`config.mk`:
```
export PLATFORM = sky130hd
export DESIGN_NAME = serial_subtractor_flat
export DESIGN_NICKNAME = d
export VERILOG_FILES = /design/src/rtl/pe_pkg.sv /design/src/rtl/serial_subtractor_if.sv /design/src/rtl/subtractor.sv /design/src/rtl/serial_subtractor.sv /design/src/flat_wrapper.sv
export SDC_FILE = /design/constraint.sdc
export NUM_CORES = 1
export LEC_CHECK = 0
export BUFFER_PORTS_ARGS = -buffer_cell sky130_fd_sc_hd__buf_2
export CORE_AREA = 2 2 60 68
export CTS_CLUSTER_DIAMETER = 200
export CTS_CLUSTER_SIZE = 16
export DETAILED_ROUTE_END_ITERATION = 16
export DIE_AREA = 0 0 62 70
export PLACE_DENSITY = 0.82
export SYNTH_ARGS = -nofsm -noshare
export SYNTH_HDL_FRONTEND = slang
export SYNTH_SLANG_ARGS = --single-unit
```
`constraint.sdc`:
```
create_clock -name clk_i -period 1.77 [get_ports clk_i]
set_clock_uncertainty 0.2 [all_clocks]
set_input_delay 0.177 -clock clk_i [delete_from_list [all_inputs] [get_ports clk_i]]
set_output_delay 0.177 -clock clk_i [all_outputs]
set_load 0.005 [all_outputs]
```
`src/rtl/pe_pkg.sv`:
```
// Shared PE definitions: controller state encodings and datapath width constants.
package pe_pkg;

  localparam int PE_DATA_W = 8;

  typedef enum logic [1:0] {
    IDLE = 2'd0,
    RUN  = 2'd1,
    DONE = 2'd2
  } sersub_state_e;

endpackage

```
`src/rtl/serial_subtractor_if.sv`:
```
// Operand/result handshake between the PE controller and the serial subtractor.
interface serial_subtractor_if #(
  parameter int WIDTH = 8
);

  logic             start_i;
  logic [WIDTH-1:0] a_i;
  logic [WIDTH-1:0] b_i;
  logic             bin_i;
  logic             busy_o;
  logic             done_o;
  logic [WIDTH-1:0] diff_o;
  logic             borrow_o;
  logic             zero_o;

  modport slave (
    input  start_i, a_i, b_i, bin_i,
    output busy_o, done_o, diff_o, borrow_o, zero_o
  );

  modport master (
    output start_i, a_i, b_i, bin_i,
    input  busy_o, done_o, diff_o, borrow_o, zero_o
  );

endinterface

```
`src/rtl/subtractor.sv`:
```
// 1-bit full subtractor cell: d = a - b - bin, bout set when the bit underflows.
module subtractor (
  input  logic a_i,
  input  logic b_i,
  input  logic bin_i,
  output logic d_o,
  output logic bout_o
);

  assign d_o    = a_i ^ b_i ^ bin_i;
  assign bout_o = (~a_i & b_i) | (~(a_i ^ b_i) & bin_i);

endmodule

```
`src/rtl/serial_subtractor.sv`:
```
// Bit-serial unsigned subtractor: one bit per clock, LSB first, through a single
// full-subtractor cell with a borrow flop closing the loop.
module serial_subtractor
  import pe_pkg::*;
#(
  parameter int WIDTH = PE_DATA_W
) (
  input  logic                clk_i,
  input  logic                rst_ni,
  serial_subtractor_if.slave  bus
);

  localparam int              CNT_W    = $clog2(WIDTH);
  localparam logic [CNT_W-1:0] CNT_LAST = CNT_W'(WIDTH - 1);

  sersub_state_e    state_q;
  logic [WIDTH-1:0] a_sh_q, b_sh_q, diff_q;
  // Holds the WIDTH-1 lower result bits; the last bit comes straight from the cell.
  logic [WIDTH-2:0] res_sh_q, res_sh_d;
  logic [CNT_W-1:0] cnt_q;
  logic             borrow_q, bout_q, zero_q;
  logic             cell_d, cell_b;

  subtractor u_cell (
    .a_i    (a_sh_q[0]),
    .b_i    (b_sh_q[0]),
    .bin_i  (borrow_q),
    .d_o    (cell_d),
    .bout_o (cell_b)
  );

  always_comb begin
    res_sh_d            = res_sh_q >> 1;
    res_sh_d[WIDTH-2]   = cell_d;
  end

  always_ff @(posedge clk_i or negedge rst_ni) begin
    if (!rst_ni) begin
      state_q  <= IDLE;
      a_sh_q   <= '0;
      b_sh_q   <= '0;
      res_sh_q <= '0;
      cnt_q    <= '0;
      borrow_q <= 1'b0;
      diff_q   <= '0;
      bout_q   <= 1'b0;
      zero_q   <= 1'b0;
    end else begin
      case (state_q)
        IDLE, DONE: begin
          if (bus.start_i) begin
            a_sh_q   <= bus.a_i;
            b_sh_q   <= bus.b_i;
            borrow_q <= bus.bin_i;
            cnt_q    <= '0;
            state_q  <= RUN;
          end else begin
            state_q  <= IDLE;
          end
        end
        RUN: begin
          borrow_q <= cell_b;
          a_sh_q   <= a_sh_q >> 1;
          b_sh_q   <= b_sh_q >> 1;
          res_sh_q <= res_sh_d;
          if (cnt_q == CNT_LAST) begin
            cnt_q   <= '0;
            diff_q  <= {cell_d, res_sh_q};
            bout_q  <= cell_b;
            zero_q  <= ({cell_d, res_sh_q} == '0);
            state_q <= DONE;
          end else begin
            cnt_q   <= cnt_q + 1'b1;
          end
        end
        default: state_q <= IDLE;
      endcase
    end
  end

  assign bus.busy_o   = (state_q == RUN);
  assign bus.done_o   = (state_q == DONE);
  assign bus.diff_o   = diff_q;
  assign bus.borrow_o = bout_q;
  assign bus.zero_o   = zero_q;

endmodule

```
`src/flat_wrapper.sv`:
```
// flat-port wrapper written by rule: the top's interface ports become plain ports
module serial_subtractor_flat import pe_pkg::*;
#(
  parameter int WIDTH = PE_DATA_W
)
  (clk_i, rst_ni, bus_start_i, bus_a_i, bus_b_i, bus_bin_i, bus_busy_o, bus_done_o, bus_diff_o, bus_borrow_o, bus_zero_o);
  serial_subtractor_if #(.WIDTH(WIDTH)) bus_i ();
  input  logic clk_i;
  input  logic rst_ni;
  input wire logic [$bits(bus_i.start_i)-1:0] bus_start_i;
  input wire logic [$bits(bus_i.a_i)-1:0] bus_a_i;
  input wire logic [$bits(bus_i.b_i)-1:0] bus_b_i;
  input wire logic [$bits(bus_i.bin_i)-1:0] bus_bin_i;
  output wire logic [$bits(bus_i.busy_o)-1:0] bus_busy_o;
  output wire logic [$bits(bus_i.done_o)-1:0] bus_done_o;
  output wire logic [$bits(bus_i.diff_o)-1:0] bus_diff_o;
  output wire logic [$bits(bus_i.borrow_o)-1:0] bus_borrow_o;
  output wire logic [$bits(bus_i.zero_o)-1:0] bus_zero_o;
  assign bus_i.start_i = bus_start_i;
  assign bus_i.a_i = bus_a_i;
  assign bus_i.b_i = bus_b_i;
  assign bus_i.bin_i = bus_bin_i;
  assign bus_busy_o = bus_i.busy_o;
  assign bus_done_o = bus_i.done_o;
  assign bus_diff_o = bus_i.diff_o;
  assign bus_borrow_o = bus_i.borrow_o;
  assign bus_zero_o = bus_i.zero_o;
  serial_subtractor #(.WIDTH(WIDTH)) u_core (.clk_i(clk_i), .rst_ni(rst_ni), .bus(bus_i));
endmodule
```
==> metrics.md, run 1 <==
| Metric | Value |
|---|---|
| # IOs | `32` |
| Post-DP HPWL | `2.20 mm` |
| Hold Vio Cnt, Final | `0` |
| Arrival @ worst endpoint | `1680 ps` |
| Mapped Cells | `162` |
| Switching Fraction | `34.8%` |
| Die X | `62 um` |
| # rows | `24` |
| Crit end category | `flop` |
| Vias in the first global route | `1,259` |
| Crit path max fanout | `13` |
| Total number of vias | `1,310` |
| Antenna cells | `0` |
| Die Y | `70 um` |
| Fillers | `329` |
| Met1 Use GR | `20.9%` |
| Reg power frac | `41.4%` |
| P&R area growth vs syn | `32.2%` |
| Gpl congestion | `0.800` |
| Max_cap viols | `0` |
| Clock slew at reported path FFs | `80 ps` |
| Hold WS | `166 ps` |
| Skew-Pair Late Insertion Delay | `300 ps` |
| Drt first pass iters | `4` |
| Final ANT Viol Nets | `0` |
| Pleak | `1.12 nW` |
| Grt met2 use | `27.4%` |
| Switching Power | `1.33 mW` |
| Initial Util | `44.5%` |
| Outcome | `finished clean` |
| Yosys warning count | `0` |
| Final setup violation count | `0` |
| Syn Area/Cell | `10.3 sq um` |
| Met3 Usage GRT | `5.74%` |
| Routed WL | `3.32 mm` |
| Number of port buffers | `31` |
| Via density per instance | `4.91` |
| Drt initial violations | `48` |
| Core Area | `3750 sq um` |
| Total GRT Usage | `17.2%` |
| CP peak stage delay | `400 ps` |
| First-pass GRT wire length | `5.49 mm` |
| Crit-path leading delay family | `adder cells` |
| CTS buffer count | `5` |
| VDD IR max | `0.638 mV` |
| Crit share post-route | `95.5%` |
| WL per Instance | `12.4 um` |
| # DRC | `0` |
| Post-layout min period | `1690 ps` |
| Hold Crit Class | `in -> async` |
| Crit-path cells | `ha_1, ha_1, nand3b_4, mux2_2` |
| Slew headroom | `66.8%` |
| CTS H-tree lvls | `2` |
| Pin count of the biggest net entering global routing | `39` |
| Overflow after GRT | `0` |
| Crit-path slowest cell | `dfrtp_1` |
| Most Crowded Layer GR | `met2` |
| Clock power share | `20.0%` |
| # clock sinks | `39` |
| Final core occ | `58.8%` |
| Type of the worst setup path | `reg -> reg` |
| CP bufs+invs | `0` |
| Synth Register Bits | `39` |
| Layout cell share with drive strength beyond 1 | `26.0%` |
| Slew @ Worst Pin | `498 ps` |
| DIE AREA | `4340 sq um` |
| PwrDens | `1730 nW/um^2` |
| CTS tree | `done` |
| Synthesized cell area | `1670 sq um` |
| Fin. max-slew vios | `0` |
| Post-synthesis sequential area ratio | `58.4%` |
| CP required | `1760 ps` |
| Root buf cell | `clkbuf_8` |
| CP startpoint kind | `flop` |
| Max frequency | `592 MHz` |
| Cell-internal power | `2.50 mW` |
| Final nets | `237` |
| Syn_nets | `185` |
| Unique masters post-synth | `25` |
| Initial antenna violation count | `0` |
| Most used cell, CP | `ha_1` |
| Longest Clk Path Bufs | `2` |
| Combinational share of power | `38.7%` |
==> synthesized netlist by cell type <==
cell / count / share of area (%)
mux2_4: 5 / 4.5
or2b_1: 1 / 0.45
clkbuf_1: 1 / 0.22
nor3_1: 1 / 0.30
nor2b_1: 2 / 0.75
inv_1: 3 / 0.67
nand2b_1: 1 / 0.37
a221o_1: 1 / 0.60
a31oi_1: 14 / 5.2
buf_4: 3 / 1.3
buf_6: 1 / 0.67
dfrtp_1: 39 / 58
fa_1: 1 / 1.2
nand3b_2: 1 / 0.67
nor2_1: 15 / 3.4
buf_2: 4 / 1.2
mux2_2: 3 / 2.0
nand2_1: 52 / 12
nor2_2: 1 / 0.37
a22o_1: 4 / 2.1
a21o_1: 1 / 0.45
inv_2: 1 / 0.22
o21ai_0: 3 / 0.90
nor4_1: 2 / 0.75
ha_1: 2 / 1.5
==> path summary, 6_finish.rpt <==
kind,start,endpoint,slack (ps),cells past startpoint
min,rst_ni,u_core.bus.diff_o[0]$_DFFE_PN0P_,170,2
max,u_core.cnt_q[0]$_DFFE_PN0P_,u_core.bus.diff_o[2]$_DFFE_PN0P_,80,4
max reg2reg,u_core.cnt_q[0]$_DFFE_PN0P_,u_core.bus.diff_o[2]$_DFFE_PN0P_,80,4
min reg2reg,u_core.bus.zero_o$_DFFE_PN0P_,u_core.bus.zero_o$_DFFE_PN0P_,280,2
min in group clk_i,bus_start_i,u_core.a_sh_q[0]$_DFFE_PN0P_,280,5
max in group asynchronous,rst_ni,u_core.a_sh_q[2]$_DFFE_PN0P_,730,3
==> registers in the layout, indices dropped and copies added, names as in the netlist <==
signal,cells
u_core.a_sh_q,8
u_core.b_sh_q,8
u_core.borrow_q,1
u_core.bus.borrow_o,1
u_core.bus.diff_o,8
u_core.bus.zero_o,1
u_core.cnt_q,3
u_core.res_sh_q,7
u_core.state_q,2
==> per-layer routing <==
metal / wire (um) / vias to the layer above
met5: 0 / -
met4: 74 / 0
met3: 148 / 8
met2: 1590 / 34
met1: 1500 / 629
li1: - / 639
==> power groups by stage <==
stage	logic [mW]	clock network, mW	registers (mW)
3_3_place_gp	1.33	0	1.57
5_1_grt	1.71	0.815	1.63
4_1_cts	1.43	0.778	1.58
3_5_place_dp	1.40	0	1.59
6_report	1.48	0.765	1.58
2_1_floorplan	1.02	0	1.54
==> layout by cell type, fill, tap and decap left out, types with 4 or more instances in the layout <==
cell            n
a22o_1          4
dfrtp_1        39
dlygate4sd3_1  18
a31oi_1        14
clkbuf_8        6
mux2_4          5
buf_2          31
nand2_1        52
nor2_1         15
==> kinds of logic (layout without fill, tap and decap cells) <==
kind of cell               count (synthesis)  in the layout  synth area share, %
and+or+nand+nor                           76             76                 18.7
DFF                                       39             39                 58.4
AOI/OAI and AO/OA                         23             23                 9.29
buffers and inverters                     13             66                 4.34
muxes                                      8              8                 6.52
adders and majority gates                  3              3                 2.70
==> timing repair <==
item / CTS / global route
setup buffers: 0 / 1
endpoints found under the setup margin: 3 / 1
pin swaps: 0 / 1
resized for setup: 1 / 1
hold endpoints to repair: 56 / 0
hold buffers: 18 / 0
==> stage by stage <==
stage                     power (mW)  cell area (sq um)  cells  setup TNS (ps)  setup slack, ps
after floorplan                 2.56               1670    162               0              113
final                           3.83               2210    267               0             80.0
after global routing            4.16               2210    267           -8.44            -8.44
after CTS                       3.79               2190    266               0             50.6
after detailed placement        2.99               1890    240           -78.2            -27.3
after global placement          2.90               1890    240               0             7.89
==> cell type report <==
class | count | area, sq um | area share, %
clock buffers | 6 | 82.6 | 3.74
clock inverters | 2 | 35.0 | 1.59
inverters | 4 | 15.0 | 0.680
multi-input cells | 110 | 637 | 28.8
flip-flops and latches | 39 | 976 | 44.2
well taps | 52 | 65.1 | 2.95
repair buffers | 54 | 398 | 18.0
(Power assumes the default switching activity.)
==> run 2: changes to the inputs <==
--- a/config.mk
+++ b/config.mk
@@ -5,13 +5,14 @@
 export SDC_FILE = /design/constraint.sdc
 export NUM_CORES = 1
 export LEC_CHECK = 0
+export ABC_AREA = 1
 export BUFFER_PORTS_ARGS = -buffer_cell sky130_fd_sc_hd__buf_2
-export CORE_AREA = 2 2 60 68
+export CORE_AREA = 2 2 64 72
 export CTS_CLUSTER_DIAMETER = 200
 export CTS_CLUSTER_SIZE = 16
 export DETAILED_ROUTE_END_ITERATION = 16
-export DIE_AREA = 0 0 62 70
-export PLACE_DENSITY = 0.82
+export DIE_AREA = 0 0 66 74
+export PLACE_DENSITY = 0.8
 export SYNTH_ARGS = -nofsm -noshare
 export SYNTH_HDL_FRONTEND = slang
 export SYNTH_SLANG_ARGS = --single-unit
==> run 2 against run 1 <==
  * Critical path depth did not move
  * Cell area rose by 3.5%
  * Combinational power rose by 10%
  * Clock-buffer cell count rose by 2
  * Via count rose by 15%
  * Critical path type is now reg -> out
==> metrics.md, run 2 <==
| Metric | Value |
|---|---|
| Vias in the first global route | `1,584 (was 1,259)` |
| Unique masters post-synth | `16 (was 25)` |
| Hold Crit Class | `in -> reg (was in -> async)` |
| Initial Util | `44.5% (about the same)` |
| Outcome | `finished clean (unchanged)` |
| Type of the worst setup path | `reg -> out (was reg -> reg)` |
| Core Area | `4190 sq um (was 3750 sq um)` |
| Post-DP Area | `2050 sq um (was 1890 sq um)` |
| Antenna cells | `0 (unchanged)` |
| Crit share post-route | `93.3% (was 95.5%)` |
| CP startpoint kind | `flop (unchanged)` |
| CTS tree | `done (unchanged)` |
| Most common cell in the netlist | `nand2_1 (unchanged)` |
| CP required | `1390 ps (was 1760 ps)` |
| Most frequent cells in the layout | `92 x nand2_1, 42 x inv_1, 39 x dfrtp_1, 31 x buf_2, 15 x nand3_1 (was 52 x nand2_1, 39 x dfrtp_1, 31 x buf_2, 18 x dlygate4sd3_1, 15 x nor2_1)` |
| Final setup violation count | `0 (unchanged)` |
| Pleak | `1.31 nW (was 1.12 nW)` |
| # clock sinks | `39 (unchanged)` |
| Skew-Pair Late Insertion Delay | `290 ps (was 300 ps)` |
| Post-layout min period | `1650 ps (was 1690 ps)` |
| Final nets | `299 (was 237)` |
| Initial antenna violation count | `0 (unchanged)` |
| Root buf cell | `clkbuf_8 (unchanged)` |
| CTS H-tree lvls | `2 (unchanged)` |
| Clock slew at reported path FFs | `70 ps (was 80 ps)` |
| Largest cells by area after synthesis | `dfrtp_1 52%, nand2_1 19%, inv_1 8.5% (was dfrtp_1 58%, nand2_1 12%, a31oi_1 5.2%)` |
| Overflow after GRT | `0 (unchanged)` |
| Top FF cell, synth | `dfrtp_1 (unchanged)` |
| Synth Register Bits | `39 (unchanged)` |
| Slew @ Worst Pin | `420 ps (was 498 ps)` |
| DIE AREA | `4880 sq um (was 4340 sq um)` |
| RSZ-0062 raised after global routing | `no` |
| Syn_nets | `252 (was 185)` |
| Gpl congestion | `0.743 (was 0.800)` |
| Max frequency | `605 MHz (was 592 MHz)` |
| Post-synthesis sequential area ratio | `52.3% (was 58.4%)` |
| # rows | `25 (was 24)` |
| Hold Vio Cnt, Final | `0 (unchanged)` |
| Number of port buffers | `31 (unchanged)` |
| Crit path max fanout | `19 (was 13)` |
| Total number of vias | `1,504 (was 1,310)` |
| Max_cap viols | `0 (unchanged)` |
| Die Y | `74 um (was 70 um)` |
| Yosys warning count | `0 (unchanged)` |
| Crit end category | `output port (was flop)` |
| # IOs | `32 (unchanged)` |
| Total GRT Usage | `17.4% (was 17.2%)` |
| Final ANT Viol Nets | `0 (unchanged)` |
| Top cell type's share of synthesized area | `52.3% (was 58.4%)` |
| Crit-path slowest cell | `dfrtp_1 (unchanged)` |
| PwrDens | `1670 nW/um^2 (was 1730 nW/um^2)` |
| Post-DP HPWL | `2.37 mm (was 2.20 mm)` |
| Most instantiated cells after synthesis | `92 x nand2_1, 42 x inv_1, 39 x dfrtp_1 (was 52 x nand2_1, 39 x dfrtp_1, 15 x nor2_1)` |
| Post-synth EDFFs | `0 (unchanged)` |
| PnR Total Power | `3.83 mW (about the same)` |
| Final Instance Area | `2290 sq um (was 2210 sq um)` |
| Syn Area/Cell | `8.14 sq um (was 10.3 sq um)` |
| Die X | `66 um (was 62 um)` |
| Via density per instance | `4.54 (was 4.91)` |
| Synthesized cell area | `1860 sq um (was 1670 sq um)` |
| Drt first pass iters | `4 (unchanged)` |
| CTS buffer count | `5 (unchanged)` |
| # DRC | `0 (unchanged)` |
| Pin count of the biggest net entering global routing | `26 (was 39)` |
| VDD IR max | `0.756 mV (was 0.638 mV)` |
| WL per Instance | `10.6 um (was 12.4 um)` |
| Crit-path cells | `inv_1, nand2_2, inv_4, buf_2 (was ha_1, ha_1, nand3b_4, mux2_2)` |
| Layout cell share with drive strength beyond 1 | `19.5% (was 26.0%)` |
| Routed WL | `3.51 mm (was 3.32 mm)` |
| Total negative setup slack | `0 ps (unchanged)` |
| Commonest non-fill, non-tap cell in the layout | `nand2_1 (unchanged)` |
| Final core occ | `54.5% (was 58.8%)` |
| CTS resizes | `0 (was 1)` |
| Fin. max-slew vios | `0 (unchanged)` |
| Yosys top cell by area | `dfrtp_1 (unchanged)` |
| Slew headroom | `72.0% (was 66.8%)` |
| Drt initial violations | `105 (was 48)` |
| Arrival @ worst endpoint | `1270 ps (was 1680 ps)` |
| Synth async-reset ratio | `100% (unchanged)` |
| CP peak stage delay | `370 ps (was 400 ps)` |
| P&R area growth vs syn | `22.6% (was 32.2%)` |
| Mapped Cells | `229 (was 162)` |
| First-pass GRT wire length | `6.47 mm (was 5.49 mm)` |
| Longest Clk Path Bufs | `2 (unchanged)` |
[run 2: worst paths after layout]
path                       depth (start not counted)                          start                             end  slack (ps)
max in group asynchronous                          3                         rst_ni    u_core.b_sh_q[5]$_DFFE_PN0P_         770
min in group asynchronous                          2                         rst_ni  u_core.res_sh_q[3]$_DFFE_PN0P_         140
hold reg to reg                                    2   u_core.b_sh_q[1]$_DFFE_PN0P_    u_core.b_sh_q[1]$_DFFE_PN0P_         280
hold / removal                                     5                     bus_b_i[1]    u_core.b_sh_q[1]$_DFFE_PN0P_           4
setup / recovery                                   4  u_core.state_q[1]$_DFFE_PN0P_                      bus_busy_o         120
setup reg to reg                                   6    u_core.cnt_q[0]$_DFFE_PN0P_   u_core.bus.zero_o$_DFFE_PN0P_         210
[run 2: area by class of cell]
type                    instances  area [sq um]
repair buffers                 47           323
flip-flops and latches         39           976
fillers                       415          1910
inverters                      44           170
clock buffers                   8           100
well taps                      54          67.6
multi-input cells             139           649
[run 2: layer usage]
metal  part of all wire (%)  track usage [%]  vias up
li1                       -                -      774
met1                     46             19.8      689
met2                     48             31.3       33
met3                    4.0             3.78        8
met4                    1.9             7.71        0
met5                      0                0        -
[run 2: repair_timing]
item	CTS	global route
hold buffers	14	0
hold endpoints to repair	52	0
setup buffers	0	0
[run 2: worst max-delay path: cells and delay by family (launching register included)]
| kind | cells | cell delay, ps |
|---|---|---|
| and+or+nand+nor | 1 | 150 |
| buffers and inverters | 3 | 460 |
| DFF | 1 | 370 |
[run 2: cells by family (layout without fill, tap and decap cells)]
kind of cell / after synthesis / in the layout / synth area share, %
adder cells (fa/ha/maj): 3 / 3 / 2.42
buffers and inverters: 51 / 99 / 12.8
AO/OA/AOI/OAI: 18 / 18 / 6.44
AND/OR/NAND/NOR: 118 / 118 / 26.0
flip-flops: 39 / 39 / 52.3
[run 2: stage by stage]
step | setup slack [ps] | cells | hold slack (ps)
global route | 57.9 | 331 | 29.7
global placement | 239 | 309 | -69.1
detailed placement | 206 | 309 | -64.5
floorplan | 313 | 229 | -319
CTS | 109 | 331 | 5.81
finish | 118 | 331 | 4.43
[run 2: where the power goes]
| part | switching (mW) | internal, mW |
|---|---|---|
| combinational | 1.02 | 0.610 |
| clock | 0.298 | 0.355 |
| sequential | 0.231 | 1.31 |
